==> src/rtl/ahb_master_arbiter.sv <==
// ahb_master_arbiter: round-robin arbiter sharing the AHB-to-APB bridge slave port between
// NUM_M AHB masters. Tracks address-phase (Hmaster) and data-phase (dmaster) ownership across
// wait states and steers the owning masters' signals onto the bridge.
// Optional feature: define ARB_HLOCK_EN to honour Hlock (locked transfers, Hmastlock).
// Reset is synchronous and active-high (Hreset).

module ahb_master_arbiter #(
  parameter int unsigned NUM_M = 4,
  parameter int unsigned DEF_M = 0,
  localparam int unsigned MW   = $clog2(NUM_M)
) (
  input  logic                  Hclk,
  input  logic                  Hreset,
  input  logic [NUM_M-1:0]      Hbusreq,
  input  logic [NUM_M-1:0]      Hlock,
  input  logic                  Hready,
  input  logic [NUM_M*32-1:0]   m_Haddr,
  input  logic [NUM_M*2-1:0]    m_Htrans,
  input  logic [NUM_M-1:0]      m_Hwrite,
  input  logic [NUM_M*32-1:0]   m_Hwdata,
  output logic [NUM_M-1:0]      Hgrant,
  output logic [MW-1:0]         Hmaster,
  output logic                  Hmastlock,
  output logic [31:0]           Haddr,
  output logic [1:0]            Htrans,
  output logic                  Hwrite,
  output logic [31:0]           Hwdata
);

`ifdef ARB_HLOCK_EN
  localparam bit LockEn = 1'b1;
`else
  localparam bit LockEn = 1'b0;
`endif

  localparam logic [MW-1:0]    DefIdx   = MW'(DEF_M);
  localparam logic [NUM_M-1:0] DefGrant = NUM_M'(1) << DEF_M;

  localparam logic [1:0] TrIdle   = 2'b00;
  localparam logic [1:0] TrBusy   = 2'b01;
  localparam logic [1:0] TrNonseq = 2'b10;
  localparam logic [1:0] TrSeq    = 2'b11;

  typedef enum logic [1:0] {
    StPark = 2'b00,
    StOwn  = 2'b01,
    StLock = 2'b10
  } state_e;

  state_e           state_q, state_d;
  logic [NUM_M-1:0] hgrant_q, hgrant_d;
  logic [MW-1:0]    hmaster_q;
  logic [MW-1:0]    dmaster_q;
  logic [MW-1:0]    last_q, last_d;
  logic             mastlock_q;

  logic [MW-1:0]    gidx;
  logic [1:0]       gtrans;
  logic             glock;
  logic             arb_pt;
  logic             lock_hold;
  logic [MW-1:0]    winner;
  logic             found;
  logic [MW-1:0]    win_hi, win_lo;
  logic             found_hi, found_lo;

  // Encode the one-hot grant and pick up the granted master's transfer type and lock.
  always_comb begin
    gidx   = DefIdx;
    gtrans = TrIdle;
    glock  = 1'b0;
    for (int i = 0; i < NUM_M; i++) begin
      if (hgrant_q[i]) begin
        gidx = MW'(i);
      end
    end
    for (int i = 0; i < NUM_M; i++) begin
      if (gidx == MW'(i)) begin
        gtrans = m_Htrans[2*i +: 2];
        glock  = Hlock[i];
      end
    end
  end

  // Arbitrate only between transfers: a SEQ or BUSY from the granted master means a burst is
  // still running. A master that dropped Hbusreq is likewise only released on IDLE/NONSEQ,
  // so the same condition covers both cases.
  always_comb begin
    arb_pt    = Hready && (gtrans == TrIdle || gtrans == TrNonseq) && (gtrans != TrSeq) &&
                (gtrans != TrBusy);
    lock_hold = LockEn && (state_q == StLock) && glock;
  end

  // Round-robin search: first requester above last, else lowest requester at or below last,
  // which places the current owner at the end of the scan.
  always_comb begin
    found_hi = 1'b0;
    found_lo = 1'b0;
    win_hi   = last_q;
    win_lo   = last_q;
    for (int i = NUM_M - 1; i >= 0; i--) begin
      if (Hbusreq[i] && (MW'(i) > last_q)) begin
        found_hi = 1'b1;
        win_hi   = MW'(i);
      end
      if (Hbusreq[i] && (MW'(i) <= last_q)) begin
        found_lo = 1'b1;
        win_lo   = MW'(i);
      end
    end
    found  = found_hi || found_lo;
    winner = found_hi ? win_hi : win_lo;
  end

  // Next grant, round-robin pointer and FSM state.
  always_comb begin
    hgrant_d = hgrant_q;
    last_d   = last_q;
    state_d  = state_q;
    if (arb_pt && !lock_hold) begin
      if (found) begin
        hgrant_d         = '0;
        hgrant_d[winner] = 1'b1;
        last_d           = winner;
        state_d          = (LockEn && Hlock[winner]) ? StLock : StOwn;
      end else begin
        hgrant_d = DefGrant;
        state_d  = StPark;
      end
    end
  end

  // Grant, ownership pipeline and lock flag; all frozen while the bridge stalls.
  always_ff @(posedge Hclk) begin
    if (Hreset) begin
      hgrant_q   <= DefGrant;
      hmaster_q  <= DefIdx;
      dmaster_q  <= DefIdx;
      last_q     <= DefIdx;
      state_q    <= StPark;
      mastlock_q <= 1'b0;
    end else if (Hready) begin
      hgrant_q   <= hgrant_d;
      last_q     <= last_d;
      state_q    <= state_d;
      hmaster_q  <= gidx;
      dmaster_q  <= hmaster_q;
      // The address phase starting now belongs to a master granted in LOCK.
      mastlock_q <= LockEn && (state_q == StLock);
    end
  end

  // Steer address/control from the address-phase owner and write data from the data-phase owner.
  always_comb begin
    Haddr  = '0;
    Htrans = TrIdle;
    Hwrite = 1'b0;
    Hwdata = '0;
    for (int i = 0; i < NUM_M; i++) begin
      if (hmaster_q == MW'(i)) begin
        Haddr  = m_Haddr[32*i +: 32];
        Htrans = m_Htrans[2*i +: 2];
        Hwrite = m_Hwrite[i];
      end
      if (dmaster_q == MW'(i)) begin
        Hwdata = m_Hwdata[32*i +: 32];
      end
    end
  end

  assign Hgrant    = hgrant_q;
  assign Hmaster   = hmaster_q;
  assign Hmastlock = mastlock_q;

endmodule

==> config.mk <==
export PLATFORM = sky130hd
export DESIGN_NAME = ahb_master_arbiter
export DESIGN_NICKNAME = d
export VERILOG_FILES = /design/src/rtl/ahb_master_arbiter.sv
export SDC_FILE = /design/constraint.sdc
export NUM_CORES = 1
export LEC_CHECK = 0
export ABC_AREA = 1
export CORE_AREA = 4 4 135 137
export CTS_CLUSTER_SIZE = 16
export DETAILED_ROUTE_END_ITERATION = 8
export DIE_AREA = 0 0 139 141
export DONT_BUFFER_PORTS = 1
export PLACE_DENSITY_LB_ADDON = 0.2
export SLEW_MARGIN = 40
export SYNTH_ARGS = -nofsm -noshare
export SYNTH_HDL_FRONTEND = slang
export SYNTH_SLANG_ARGS = --single-unit
==> constraint.sdc <==
create_clock -name Hclk -period 1.8 [get_ports Hclk]
set_input_delay 0.36 -clock Hclk [delete_from_list [all_inputs] [get_ports Hclk]]
set_output_delay 0.36 -clock Hclk [all_outputs]
set_load 0.05 [all_outputs]
# Yosys cells after proc, flatten, opt, wreduce, memory -nomap -nowiden

Cells that the tools add are included.

Equal/unequal tests: 12
Reduce and logical (&&, ||, !) cells: 20
Shift-type cells: 0
Div/mod/pow operators: 0
Bitwise logic cells: 0
Multipliers: 0
Multiplexer cells: 43
$lt $le $gt $ge: 10
Add/subtract/negate cells: 0

Operators by type and width:

| cell                                                              | number |
|---|---|
| 2-to-1 mux 32 bit                                                 | 8 |
| 2-to-1 mux 2 bit                                                  | 19 |
| == test 2 bit, second input constant                              | 7 |
| 2-to-1 mux 1 bit                                                  | 14 |
| logical AND 1 bit                                                 | 12 |
| logical NOT 2 bit                                                 | 4 |
| == test 2 x 1 -> 1 bit, second input constant                     | 3 |
| > comparator 1 x 2 -> 1 bit, first input constant                 | 2 |
| > comparator 2 bit, first input constant                          | 2 |
| <= comparator 1 x 2 -> 1 bit, first input constant                | 2 |
| <= comparator 2 bit, first input constant                         | 2 |
| 2-to-1 mux 4 bit                                                  | 1 |
| less-than comparator 2 x 3 -> 1 bit, second input constant        | 1 |
| AND reduction 3 bit                                               | 1 |
| demux 1 bit (select 2 bit)                                        | 1 |
| greater-or-equal comparator 2 x 1 -> 1 bit, second input constant | 1 |
| logical OR 1 bit                                                  | 2 |
| != test 2 x 1 -> 1 bit, second input constant                     | 1 |
| != test 2 bit, second input constant                              | 1 |
| AND reduction 2 bit                                               | 1 |

Bits in latches: 0
Flip-flop bits (word level): 10
Input port bits: 279
Memories: 0
Bits in writable memories: 0
Bits in read-only memories: 0

# Logic depth before layout (Yosys ltp)

Depth after elaboration: 14
Depth in mapped cells: 9

# Worst setup path before layout

OpenSTA, ideal clock, no wires.

Kind: reg-to-output
Start point: reg hmaster_q[1] (netlist: Hmaster[1])
End point: out Haddr[28]
Arrival time: 2093 ps
Cell stages (with the launch flop): 6
Path slack: -653 ps
Cell sequence: dfxtp_1 inv_2 nor2_4 buf_2 a221oi_1 a21oi_1

Word-level cells in the longest chain between the ends: 5
Elaborated cells on any way between the ends: 8
Those cells by class: eq/ne: 3; mux: 4; reduce/logical: 1

RTL lines:

| item                           | RTL line | source |
|---|---|---|
| from (decl)                    | 52       | `logic [MW-1:0] hmaster_q;` |
| from (signal assigned)         | 137      | `hmaster_q <= DefIdx;` |
| from (signal assigned)         | 146      | `hmaster_q <= gidx;` |
| logical NOT 2 bit              | 160      | `if (hmaster_q == MW'(i)) begin` |
| 2-to-1 mux 32 bit (3 in a row) | 160      |  |
| 2-to-1 mux 32 bit *            | 160      |  |
| to (decl)                      | 24       | `output logic [31:0] Haddr,` |

Every way passes the cells marked *; elsewhere a longest branch is shown, timed or not.

# Worst setup path after layout

Start point: reg dmaster_q[0]
End point: out Hwdata[23]

Word-level cells in the longest chain between the ends: 5
Elaborated cells on any way between the ends: 8
Those cells by class: eq/ne: 3; mux: 4; reduce/logical: 1

RTL lines:

| item                           | RTL line | source |
|---|---|---|
| from (decl)                    | 53       | `logic [MW-1:0] dmaster_q;` |
| from (signal assigned)         | 138      | `dmaster_q <= DefIdx;` |
| from (signal assigned)         | 147      | `dmaster_q <= hmaster_q;` |
| logical NOT 2 bit              | 165      | `if (dmaster_q == MW'(i)) begin` |
| 2-to-1 mux 32 bit (3 in a row) | 165      |  |
| 2-to-1 mux 32 bit *            | 165      |  |
| to (decl)                      | 27       | `output logic [31:0] Hwdata` |

Marks and branches as above.

==> metrics.md <==
| Metric | Value |
|---|---|
| Gr usage total | 0.1331 |
| Leakage | 2.120 nW |
| # port buffers | 0 |
| Via/cell ratio | 5.028 |
| Fin crit period | 1.911 ns |
| Rows | 48 |
| # fillers | 1800 |
| Startpoint types | flop |
| Die width | 139 microns |
| First-pass DRT Iterations | 5 |
| Max Cap Violations | 0 |
| Fmax | 523.4 MHz |
| Post-Syn Area per Cell | 5.223 sq um |
| Clk pin slew, worst setup/hold paths | 0.04 ns |
| YS warnings | 0 |
| Setup crit end kind | primary output |
| Starting DRT DRC Count | 292 |
| # DRC | 0 |
| R2r setup slk | 0.52 ns |
| Largest net degree at the start of global routing | 36 |
| N_diodes | 0 |
| Synthesized flop and latch total | 10 |
| Number of global-route vias before repair | 3613 |
| Slowest CP cell | dfxtp_4 |
| Initial antenna violation count | 0 |
| CTS buffer count | 3 |
| Post-synthesis instance total | 424 |
| WL/cell | 21.49 microns |
| Combinational Power Share | 0.795 |
| Power per Cell Area | 612.3 nW/um^2 |
| DR vias | 3711 |
| Root buffer cell | clkbuf_16 |
| DIE HEIGHT | 141 microns |
| Failing checks | setup timing |
| Cell mode on critical path | buf_12 |
| Worst rel slew slack | 0.6409 |
| Final hold violations | 0 |
| Tightest Hold Check Type | in -> reg |
| Clock tree buffer depth | 2 |
| P&R area growth vs syn | 139.7% |
| Crit-path max cell delay | 0.42 ns |
| Skew-Pair Late Insertion Delay | 0.23 ns |
| CP arrival | 1.55 ns |
| Final ANT Viol Nets | 0 |
| Clock sinks | 10 |
| CP Class | reg -> out |
| Switch Pwr | 1.536 mW |
| Final wirelength | 15860 microns |
| Core ar. | 17060 sq um |
| Internal power | 1.713 mW |
| Number of placed I/O pins | 353 |
| First-pass GRT wire length | 21490 microns |
| Switching portion of total power | 0.4728 |
| Hold slack | 0.1912 ns |
| Max-slew violations | 0 |
| Tightest Pin Transition | 0.5379 ns |
| Net count after synthesis | 703 |
| Final period util | 1.061 |
| Nets@finish | 793 |
| RSZ-0062 raised after global routing | yes |
| Max H-tree Level | 1 |
| DP HPWL | 11930 microns |
| Crit-path max FO | 7 |
| Share of power burned in registers | 0.085 |
| Seq/Total Area, Yosys | 0.09040 |
| Critical Path RT | 1.44 ns |
| GP Congestion | 0.8967 |
| Clock network power share | 0.121 |
| CTS Hold Bufs | 0 |
| Layout cells sized above 1 | 0.4776 |
| Post-Syn Area | 2215 sq um |
| CTS tree | built |
| Setup TNS | -2.781 ns |
| Setup violators final | 57 |
| Peak VDD IR | 0.3724 mV |
| Status | finished with violations |
| Final clock skew | 0.003620 ns |
| Cell variety after synth | 25 |
| Ordered list of cells on the worst path | nor2_4 -> buf_12 -> clkbuf_16 -> a221oi_4 -> a21oi_4 -> buf_12 |
| GRT Residual Overflow | 0 |
| Full die area | 19600 sq um |
| Initial Util | 0.1298 |
| Setup WS post-layout | -0.1105 ns |
kinds of logic (layout without fill, tap and decap cells):
family                 after synthesis  after routing  synth area share
AOI/OAI and AO/OA                   87             87            0.2644
buffers and inverters               49            138            0.1023
DFF                                 10             10           0.09039
other                                1              1          0.001693
and+or+nand+nor                    277            277            0.5412
layer usage:
layer,vias up,GRT usage,share of wire
met4,0,0.02008,0.015
met3,32,0.03630,0.090
met5,-,0,0
met1,1768,0.1661,0.38
met2,238,0.2345,0.52
li1,1673,-,-
worst paths after layout:
path / from / cells after the start / to
worst max-delay path: dmaster_q[0] / 6 / Hwdata[23]
worst min-delay path: Hreset / 1 / Hmaster[1]
worst max register to register: Hgrant[1] / 8 / Hgrant[1]
worst min register to register: Hgrant[1] / 2 / Hgrant[1]
placed cells by master, fill, tap and decap left out, types with 2 or more instances in the layout:
cell and n:
clkbuf_16 11, nand2_1 118, o21ai_0 4, nor2_1 42
nand2_4 16, dfxtp_1 6, a21oi_2 16, a221oi_4 8
nor2_2 2, buf_12 79, buf_4 20, nand2_2 24
buf_8 3, a21oi_4 20, inv_4 3, nand3_1 35
dfxtp_4 4, buf_6 4, buf_16 3, nor2_4 4
nand4_1 34, a221oi_1 2, a221oi_2 25, a21oi_1 8
inv_1 12
synthesized netlist by cell type:
cell      count  area [sq um]
a211oi_1      1         7.510
a21boi_0      1         7.510
a21oi_1      43         215.2
a21oi_4       1         16.27
a221oi_1     35         306.5
buf_1         1         3.750
buf_2        22         110.1
buf_4         4         30.03
clkbuf_1      5         18.77
conb_1        1         3.750
dfxtp_1      10         200.2
inv_1        12         45.04
inv_2         5         18.77
nand2_1     157         589.3
nand2_2       1         6.260
nand3_1      35         175.2
nand3_2       1         10.01
nand4_1      34         212.7
nor2_1       42         157.7
nor2_2        5         31.28
nor2_4        1         11.26
nor3_1        1         5.000
o211ai_1      1         7.510
o21ai_0       4         20.02
o21ai_1       1         5.000
layout make-up:
class	count	area, sq um	area share
clock buffers	4	78.83	0.01485
inverters	17	76.32	0.01438
multi-input cells	365	2551	0.4807
flip-flops and latches	10	215.2	0.04055
well taps	225	281.5	0.05304
repair buffers	117	2105	0.3965
registers in the layout, indices dropped and copies added (netlist names):
register,cells
Hmaster,2
dmaster_q,2
last_q,2
Hgrant,4
power groups by stage:
stage,clock network [mW],logic [mW],registers [mW]
finish,0.392,2.58,0.275
global route,0.415,2.67,0.279
CTS,0.400,2.46,0.274
detailed placement,0,2.31,0.276
global placement,0,2.29,0.274
floorplan,0,1.22,0.287
stage by stage:
stage | utilization | std cells | setup WS [ns] | power (mW) | area, sq um
floorplan | - | 424 | 0.002758 | 1.504 | 2464
global placement | 0.2488 | 715 | 0.06576 | 2.567 | 4244
detailed placement | 0.2488 | 715 | 0.02036 | 2.583 | 4244
CTS | 0.2846 | 727 | -0.1006 | 3.136 | 4853
global route | 0.3112 | 738 | -0.1607 | 3.365 | 5308
finish | 0.3112 | 738 | -0.1105 | 3.250 | 5308
repair_timing:
item	CTS	global route
gates resized for setup	69	64
pin swaps	13	24
setup buffers	4	4
setup endpoints to repair	66	67
cloned	4	8
critical path, delay by kind of cell (launching register included):
kind                   cells  cell delay (ns)
AND/OR/NAND/NOR            1             0.06
buffers and inverters      3             0.45
flip-flops                 1             0.42
AO/OA/AOI/OAI              2             0.37
No activity file was read; power rests on OpenSTA's default activity.
